[src/rtl/ram_access_ctrl.sv]
// ram_access_ctrl
// Arbitrates the 16 x 8 program/data RAM between the CPU control unit and an
// internal sequencer. The sequencer either stores loader bytes at consecutive
// addresses or zero-fills the whole RAM. While it owns the RAM, the CPU is
// held and this block drives the shared bus.
// In CPU state the RAM controls follow the cpu_* inputs combinationally.
// In every other state they are decoded from the registered state, pointer
// and write-data holding register.

module ram_access_ctrl #(
    parameter int ADDR_W = 4,
    parameter int DATA_W = 8
) (
    input  logic              clk,
    input  logic              rst,
    input  logic [ADDR_W-1:0] cpu_addr,
    input  logic              cpu_wr_en,
    input  logic              cpu_rd_en,
    input  logic              prog_mode,
    input  logic              clr_req,
    input  logic              ld_valid,
    input  logic [DATA_W-1:0] ld_data,
    output logic              ld_ready,
    output logic [ADDR_W-1:0] ram_addr,
    output logic              ram_wr_en,
    output logic              ram_rd_en,
    output logic              bus_drive_en,
    output logic [DATA_W-1:0] bus_out,
    output logic              cpu_hold,
    output logic [ADDR_W-1:0] ld_ptr,
    output logic              ld_wrap,
    output logic              clr_done
);

    typedef enum logic [2:0] {
        ST_CPU   = 3'd0,
        ST_HOLD  = 3'd1,
        ST_LOAD  = 3'd2,
        ST_WRITE = 3'd3,
        ST_CLEAR = 3'd4
    } state_t;

    localparam logic [ADDR_W-1:0] ADDR_ZERO = {ADDR_W{1'b0}};
    localparam logic [ADDR_W-1:0] ADDR_ONE  = {{(ADDR_W-1){1'b0}}, 1'b1};
    localparam logic [ADDR_W-1:0] ADDR_LAST = {ADDR_W{1'b1}};
    localparam logic [DATA_W-1:0] DATA_ZERO = {DATA_W{1'b0}};

    state_t            state_r;
    logic [ADDR_W-1:0] ptr_r;
    logic [DATA_W-1:0] wdata_r;
    logic              mode_clr_r;   // 1: HOLD leads to CLEAR, 0: HOLD leads to LOAD

    logic              ld_ready_s;
    logic [ADDR_W-1:0] ram_addr_s;
    logic              ram_wr_en_s;
    logic              ram_rd_en_s;
    logic              bus_drive_en_s;
    logic [DATA_W-1:0] bus_out_s;
    logic              cpu_hold_s;
    logic              ld_wrap_s;
    logic              clr_done_s;

    // Ownership state machine, sequencer pointer and latched loader byte.
    always_ff @(posedge clk) begin
        if (rst) begin
            state_r    <= ST_CPU;
            ptr_r      <= ADDR_ZERO;
            wdata_r    <= DATA_ZERO;
            mode_clr_r <= 1'b0;
        end else begin
            case (state_r)
                ST_CPU: begin
                    // A clear request wins over a pending program-mode request.
                    if (clr_req) begin
                        state_r    <= ST_HOLD;
                        mode_clr_r <= 1'b1;
                    end else if (prog_mode) begin
                        state_r    <= ST_HOLD;
                        mode_clr_r <= 1'b0;
                    end else begin
                        state_r <= ST_CPU;
                    end
                end
                ST_HOLD: begin
                    // Bus turnaround cycle; the sequencer always starts at address 0.
                    ptr_r   <= ADDR_ZERO;
                    state_r <= mode_clr_r ? ST_CLEAR : ST_LOAD;
                end
                ST_LOAD: begin
                    // A byte offered together with prog_mode low is still stored.
                    if (ld_valid) begin
                        wdata_r <= ld_data;
                        state_r <= ST_WRITE;
                    end else if (!prog_mode) begin
                        state_r <= ST_CPU;
                    end else begin
                        state_r <= ST_LOAD;
                    end
                end
                ST_WRITE: begin
                    // Pointer wraps 15 -> 0 so further bytes overwrite from the start.
                    ptr_r   <= ptr_r + ADDR_ONE;
                    state_r <= ST_LOAD;
                end
                ST_CLEAR: begin
                    ptr_r <= ptr_r + ADDR_ONE;
                    if (ptr_r == ADDR_LAST) begin
                        state_r <= ST_CPU;
                    end else begin
                        state_r <= ST_CLEAR;
                    end
                end
                default: begin
                    state_r <= ST_CPU;
                end
            endcase
        end
    end

    // RAM, bus and handshake decode; everything is forced quiet while rst is high.
    always_comb begin
        ld_ready_s     = 1'b0;
        ram_addr_s     = ADDR_ZERO;
        ram_wr_en_s    = 1'b0;
        ram_rd_en_s    = 1'b0;
        bus_drive_en_s = 1'b0;
        bus_out_s      = DATA_ZERO;
        cpu_hold_s     = 1'b0;
        ld_wrap_s      = 1'b0;
        clr_done_s     = 1'b0;
        if (rst) begin
            cpu_hold_s = 1'b0;
        end else begin
            case (state_r)
                ST_CPU: begin
                    // Write wins: a simultaneous read strobe never reaches the RAM.
                    ram_addr_s  = cpu_addr;
                    ram_wr_en_s = cpu_wr_en;
                    ram_rd_en_s = cpu_rd_en & ~cpu_wr_en;
                end
                ST_HOLD: begin
                    cpu_hold_s = 1'b1;
                end
                ST_LOAD: begin
                    cpu_hold_s = 1'b1;
                    ld_ready_s = 1'b1;
                end
                ST_WRITE: begin
                    cpu_hold_s     = 1'b1;
                    ram_addr_s     = ptr_r;
                    ram_wr_en_s    = 1'b1;
                    bus_drive_en_s = 1'b1;
                    bus_out_s      = wdata_r;
                    ld_wrap_s      = (ptr_r == ADDR_LAST);
                end
                ST_CLEAR: begin
                    cpu_hold_s     = 1'b1;
                    ram_addr_s     = ptr_r;
                    ram_wr_en_s    = 1'b1;
                    bus_drive_en_s = 1'b1;
                    bus_out_s      = DATA_ZERO;
                    clr_done_s     = (ptr_r == ADDR_LAST);
                end
                default: begin
                    cpu_hold_s = 1'b0;
                end
            endcase
        end
    end

    assign ld_ready     = ld_ready_s;
    assign ram_addr     = ram_addr_s;
    assign ram_wr_en    = ram_wr_en_s;
    assign ram_rd_en    = ram_rd_en_s;
    assign bus_drive_en = bus_drive_en_s;
    assign bus_out      = bus_out_s;
    assign cpu_hold     = cpu_hold_s;
    assign ld_wrap      = ld_wrap_s;
    assign clr_done     = clr_done_s;
    assign ld_ptr       = ptr_r;

endmodule

[config.mk]
export PLATFORM = sky130hd
export DESIGN_NAME = ram_access_ctrl
export DESIGN_NICKNAME = d
export VERILOG_FILES = /design/src/rtl/ram_access_ctrl.sv
export SDC_FILE = /design/constraint.sdc
export NUM_CORES = 1
export LEC_CHECK = 0
export ABC_AREA = 1
export CORE_AREA = 2 2 50 52
export DETAILED_ROUTE_END_ITERATION = 8
export DIE_AREA = 0 0 52 54
export GPL_ROUTABILITY_DRIVEN = 0
export PLACE_DENSITY_LB_ADDON = 0.12
export SYNTH_ARGS = -nofsm -noshare
export SYNTH_HDL_FRONTEND = slang
export SYNTH_SLANG_ARGS = --single-unit
export TNS_END_PERCENT = 5
[constraint.sdc]
create_clock -name clk -period 2.6 [get_ports clk]
set_clock_uncertainty 0.2 [all_clocks]
set_input_delay 0.78 -clock clk [delete_from_list [all_inputs] [get_ports clk]]
set_output_delay 0.78 -clock clk [all_outputs]
set_load 0.01 [all_outputs]
==> results.json, run 1 <==
{
  "cts_buffers": 3,
  "antenna_cells": 0,
  "yosys_warnings": 0,
  "slew_viol_final": 0,
  "power_switching_uw": 197,
  "cts-hold-fix-buffers": 0,
  "finalCritPeriodShare_pct": 98.8,
  "hold_path.class": "reg2reg",
  "layout-drive-gt1-share_pct": 28.4,
  "r2r-end": "wdata_r[2]",
  "clockRootBuffer": "clkbuf_4",
  "leakagePower_nw": 0.758,
  "holdPathEnd": "mode_clr_r",
  "peakVddDrop_mv": 0.296,
  "synth_area_um2": 953,
  "grt_use_total_pct": 21.0,
  "cp-start-kind": "input port",
  "grt_pass1_wl_mm": 4.39,
  "die_h_um": 54,
  "rsz0062_at_grt": "yes",
  "r2r_setup_slack_ns": 1.22,
  "yosysTopAreaCellShare_pct": 33.6,
  "switching_share_pct": 31.8,
  "grt_pass1_vias": 1029,
  "tightest_slew_ns": 0.301,
  "min_path_cells": 2,
  "firstDrtPassIters": 5,
  "ff2ff_path_depth": 6,
  "met2_length_mm": 1.37,
  "powerDensity_nw_per_um2": 418,
  "io_pins": 42,
  "fp.dieArea_um2": 2810,
  "final_area_um2": 1480,
  "synth-edff-count": 0,
  "htreeDepth": 1,
  "required_ns": 1.62,
  "final_antenna_net_count": 0,
  "finalWirelength_mm": 2.66,
  "hold_start": "mode_clr_r",
  "async_flop_share_pct": 0,
  "antenna_found_initial": 0,
  "drtIter0Drc": 16,
  "portBuffers": 41,
  "clock_sinks": 16,
  "drc": 0,
  "worstPathArrival_ns": 1.59,
  "wl_per_cell_um": 11.3,
  "slew_headroom_pct": 79.7,
  "highest_layer": "met4",
  "clk_pin_slew_ns": 0.09,
  "critical_path_class": "in2out",
  "core_um2": 2320,
  "seq_power_share_pct": 44.8,
  "post-route-min-period_ns": 2.57,
  "syn_to_final_growth_pct": 55.6,
  "synth_area_leaders": "dfxtp_1 34%, nand2_1 14%, nor2_1 13%",
  "clock_latency_ns": 0.28,
  "fmax_ghz": 0.389,
  "ys_ff_latch": 16,
  "die_w_um": 52,
  "status": "complete, no violations",
  "overflow": 0,
  "synth_commonest_cells": "35 x nand2_1, 33 x nor2_1, 16 x dfxtp_1",
  "end_kind": "primary output",
  "wl_met3_um": 99,
  "finalSetupViolCount": 0,
  "avgViaCountPerCell": 4.75,
  "worst_slack_ns": 0.0307,
  "clock_power_share_pct": 20.8,
  "syn_avg_cell_area_um2": 6.58,
  "share_comb_of_total_power_pct": 34.3,
  "yosysTopAreaCell": "dfxtp_1",
  "seq_area_frac_synth_pct": 33.6,
  "vias": 1112,
  "synth_top_flop_cell": "dfxtp_1",
  "hpwl_mm": 1.99,
  "worst_r2r_startpoint": "state_r[0]",
  "path_max_fanout": 3,
  "synth_nets": 165,
  "finalNetCount": 226,
  "cts_tree": "done",
  "grt_max_degree": 18,
  "dp_slack_ns": -0.720,
  "final.setup.tns_ns": 0,
  "rows": 18,
  "synth.most_common_cell": "nand2_1",
  "maxCapViolCount": 0,
  "wl_met1_mm": 1.17,
  "clk_path_buf_depth": 2,
  "internal_power_uw": 422,
  "synth_cells": 145,
  "start_util_pct": 41.1,
  "hold_viol": 0,
  "place_area_um2": 1470,
  "synth.distinct_cells": 22
}
==> per-stage QoR <==
step           util [%]  std cells  power [mW]  hold WS (ns)
5_1_grt            64.0        234       0.660         0.334
3_5_place_dp       63.5        226       0.484         0.285
6_report           64.0        234       0.620         0.302
4_1_cts            64.5        232       0.619         0.299
2_1_floorplan         -        145       0.392         0.253
3_3_place_gp       63.5        226       0.477         0.278
==> per-layer routing <==
metal | GRT usage [%] | up-vias
met4 | 6.58 | 0
met2 | 38.0 | 22
met3 | 4.44 | 2
li1 | - | 571
met1 | 24.8 | 517
met5 | 0 | -
==> critical path, stage by stage <==
cell and delay [ns]:
buf_2 0.14, nor3_4 0.22, buf_6 0.13, buf_4 0.09, nand2_1 0.05, o21ai_2 0.05
buf_2 0.14
==> cell families after synthesis <==
family	share of synthesized area, %
buf+inv	11.8
simple gates	44.9
compound gates	8.40
flops	33.6
fa+ha+maj	1.31
==> what timing repair did <==
item,in CTS,in global routing
setup buffers,3,2
setup endpoints to repair,19,14
gates resized for setup,55,16
pin swaps,1,0
==> sequential cells by signal, indices dropped and copies added (netlist names) <==
name / flops
state_r: 3
wdata_r: 8
mode_clr_r: 1
ld_ptr: 4
==> worst max path at each step <==
stage | endpoint | from | cells after the start | slack, ns
finish | ram_addr[0] | rst | 7 | 0.03
global route | ram_addr[0] | rst | 7 | -0.03
CTS | bus_out[6] | rst | 6 | -0.01
detailed placement | bus_out[2] | rst | 6 | -0.72
global placement | bus_out[6] | rst | 6 | -0.67
floorplan | bus_out[0] | rst | 4 | 0.15
==> cells in the final DEF, fill, tap and decap left out <==
master	Yosys	final
ha_1	1	1
buf_6	3	2
clkbuf_4	0	3
nand3_4	1	1
nand2_2	5	4
inv_1	14	12
dfxtp_1	16	13
nand3_1	12	12
buf_4	0	17
nor3_4	0	1
inv_2	2	3
nand4_1	3	3
clkdlybuf4s15_1	0	2
nor3_1	1	1
buf_2	1	11
dfxtp_2	0	3
o21ai_2	4	4
a21oi_1	6	6
nand4_2	1	1
o21ai_1	1	1
nor2_2	1	1
nor2_1	33	33
o21ai_0	2	2
buf_12	0	1
dlygate4sd2_1	0	4
nand2_4	0	1
clkbuf_2	0	3
clkdlybuf4s50_1	0	21
nand2_1	35	35
nor2_4	1	1
inv_4	0	1
==> layout make-up <==
| class | count | area, µm² |
|---|---|---|
| clock buffers | 3 | 22.5 |
| fillers | 243 | 836 |
| repair buffers | 61 | 505 |
| multi-input cells | 108 | 532 |
| inverters | 16 | 62.6 |
| well taps | 30 | 37.5 |
| flip-flops and latches | 16 | 324 |
==> power groups by stage <==
stage	logic, mW	clock network (mW)	registers [mW]
global route	0.235	0.145	0.280
floorplan	0.117	0	0.275
global placement	0.197	0	0.280
CTS	0.207	0.136	0.276
finish	0.213	0.129	0.278
detailed placement	0.203	0	0.281
No activity file was read; power rests on OpenSTA's default activity.
==> run 2: changes to the inputs <==
--- a/config.mk
+++ b/config.mk
@@ -11,6 +11,8 @@
 export DIE_AREA = 0 0 52 54
 export GPL_ROUTABILITY_DRIVEN = 0
 export PLACE_DENSITY_LB_ADDON = 0.12
+export SETUP_SLACK_MARGIN = 0.05
+export SLEW_MARGIN = 15
 export SYNTH_ARGS = -nofsm -noshare
 export SYNTH_HDL_FRONTEND = slang
 export SYNTH_SLANG_ARGS = --single-unit
==> results.json, run 2 (synthesis gave the netlist of run 1 again) <==
{
  "finalCritPeriodShare_pct": 96.2,
  "clock_power_share_pct": 21.0,
  "grt_pass1_vias": 1043,
  "rows": 18,
  "switching_share_pct": 32.4,
  "finalWirelength_mm": 2.58,
  "seq_power_share_pct": 44.3,
  "finalNetCount": 225,
  "leakagePower_nw": 0.758,
  "r2r_setup_slack_ns": 1.22,
  "worst_slack_ns": 0.0994,
  "share_comb_of_total_power_pct": 34.7,
  "p_total_uw": 630,
  "maxCapViolCount": 0,
  "met1_usage_pct": 25.5,
  "portBuffers": 41,
  "fmax_ghz": 0.400,
  "holdPathEnd": "mode_clr_r",
  "largest_register_ffs": 8,
  "slew_headroom_pct": 79.7,
  "clk_path_buf_depth": 2,
  "vias": 1092,
  "avgViaCountPerCell": 4.69,
  "drtIter0Drc": 19,
  "top_register": "wdata_r",
  "ff2ff_path_depth": 5,
  "r2r-end": "ld_ptr[3]",
  "cts_buffers": 3,
  "overflow": 0,
  "syn_to_final_growth_pct": 58.7,
  "firstDrtPassIters": 4,
  "htreeDepth": 1,
  "final_antenna_net_count": 0,
  "drc": 0,
  "most-common-layout-cells": "33 x nand2_1, 33 x nor2_1, 20 x clkdlybuf4s50_1",
  "antenna_found_initial": 0,
  "grt_pass1_wl_mm": 4.49,
  "cts_tree": "done",
  "grt_util_met2_pct": 38.4,
  "power_switching_uw": 204,
  "status": "complete, no violations",
  "die_h_um": 54,
  "grt_use_total_pct": 21.7,
  "min_path_cells": 2,
  "powerDensity_nw_per_um2": 417,
  "slew_viol_final": 0,
  "busiest_layer": "met2",
  "required_ns": 1.62,
  "tightest_slew_ns": 0.301,
  "fin_cells": 233,
  "rsz0062_at_grt": "yes",
  "clockRootBuffer": "clkbuf_4",
  "post-route-min-period_ns": 2.50,
  "antenna_cells": 0,
  "dp_slack_ns": -0.720,
  "fp.dieArea_um2": 2810,
  "core_um2": 2320,
  "wl_per_cell_um": 11.1,
  "clock_latency_ns": 0.29,
  "grt_max_degree": 18,
  "clk_pin_slew_ns": 0.09,
  "worstPathArrival_ns": 1.52,
  "worst_r2r_startpoint": "state_r[0]",
  "path_max_fanout": 3,
  "cp-start-kind": "input port",
  "grt_use_met3_pct": 4.44,
  "die_w_um": 52,
  "hold_start": "mode_clr_r",
  "io_pins": 42,
  "hpwl_mm": 1.99,
  "hold_path.class": "reg2reg",
  "start_util_pct": 41.1,
  "hold_viol": 0,
  "end_kind": "primary output",
  "internal_power_uw": 426,
  "clock_sinks": 16,
  "finalSetupViolCount": 0,
  "peakVddDrop_mv": 0.303,
  "layout-drive-gt1-share_pct": 31.0,
  "critical_path_class": "in2out",
  "placed_cells": 226
}
-- run 2: cell types whose count changed in the layout (fill, tap and decap cells not counted), moves of 2 or more --
cell,delta
dfxtp_2,-3
dfxtp_4,+3
buf_2,+2
buf_4,-2
buf_6,+2
clkdlybuf4s15_1,-2
nand2_1,-2
-- run 2: layer usage --
metal | vias to the layer above | share of wire [%]
li1 | 572 | -
met1 | 491 | 44
met2 | 23 | 50
met3 | 6 | 4.0
met4 | 0 | 1.9
met5 | - | 0
-- run 2: metrics by stage --
stage / util [%] / TNS [ns] / hold WS (ns) / area (µm²)
floorplan: - / 0 / 0.253 / 953
global placement: 63.5 / -11.42 / 0.278 / 1470
detailed placement: 63.5 / -11.82 / 0.285 / 1470
CTS: 64.2 / 0 / 0.299 / 1490
global route: 65.2 / 0 / 0.335 / 1510
finish: 65.2 / 0 / 0.304 / 1510
-- run 2: worst max path at each step --
| stage | start | end | depth (start not counted) |
|---|---|---|---|
| 3_5_place_dp | rst | bus_out[2] | 6 |
| 3_3_place_gp | rst | bus_out[6] | 6 |
| 6_report | rst | ram_addr[0] | 7 |
| 4_1_cts | rst | ram_addr[3] | 7 |
| 2_1_floorplan | rst | bus_out[0] | 4 |
| 5_1_grt | rst | ram_addr[0] | 7 |
-- run 2: critical path, stage by stage --
cell and delay, ns:
buf_6 0.11, nor3_4 0.18, buf_6 0.13, buf_4 0.10
nand2_2 0.04, o21ai_2 0.04, buf_2 0.14
-- run 2: final cells by class --
cell class	instances	area (µm²)
inverters	16	65.1
clock buffers	3	22.5
well taps	30	37.5
flip-flops and latches	16	332
repair buffers	60	500
fillers	234	807
multi-input cells	108	556
-- run 2: power groups by stage --
| stage | registers, mW | logic [mW] | clock network, mW |
|---|---|---|---|
| after floorplan | 0.275 | 0.117 | 0 |
| after global placement | 0.280 | 0.197 | 0 |
| after detailed placement | 0.281 | 0.203 | 0 |
| after CTS | 0.278 | 0.213 | 0.136 |
| after global routing | 0.282 | 0.242 | 0.148 |
| final | 0.279 | 0.219 | 0.133 |
-- run 2: what timing repair did --
| action | in CTS | in global routing |
|---|---|---|
| pin swaps | 1 | 2 |
| hold buffers | 0 | 0 |
| gates resized for setup | 73 | 17 |
| endpoints found under the setup margin | 19 | 9 |
| buffers inserted | 4 | 0 |
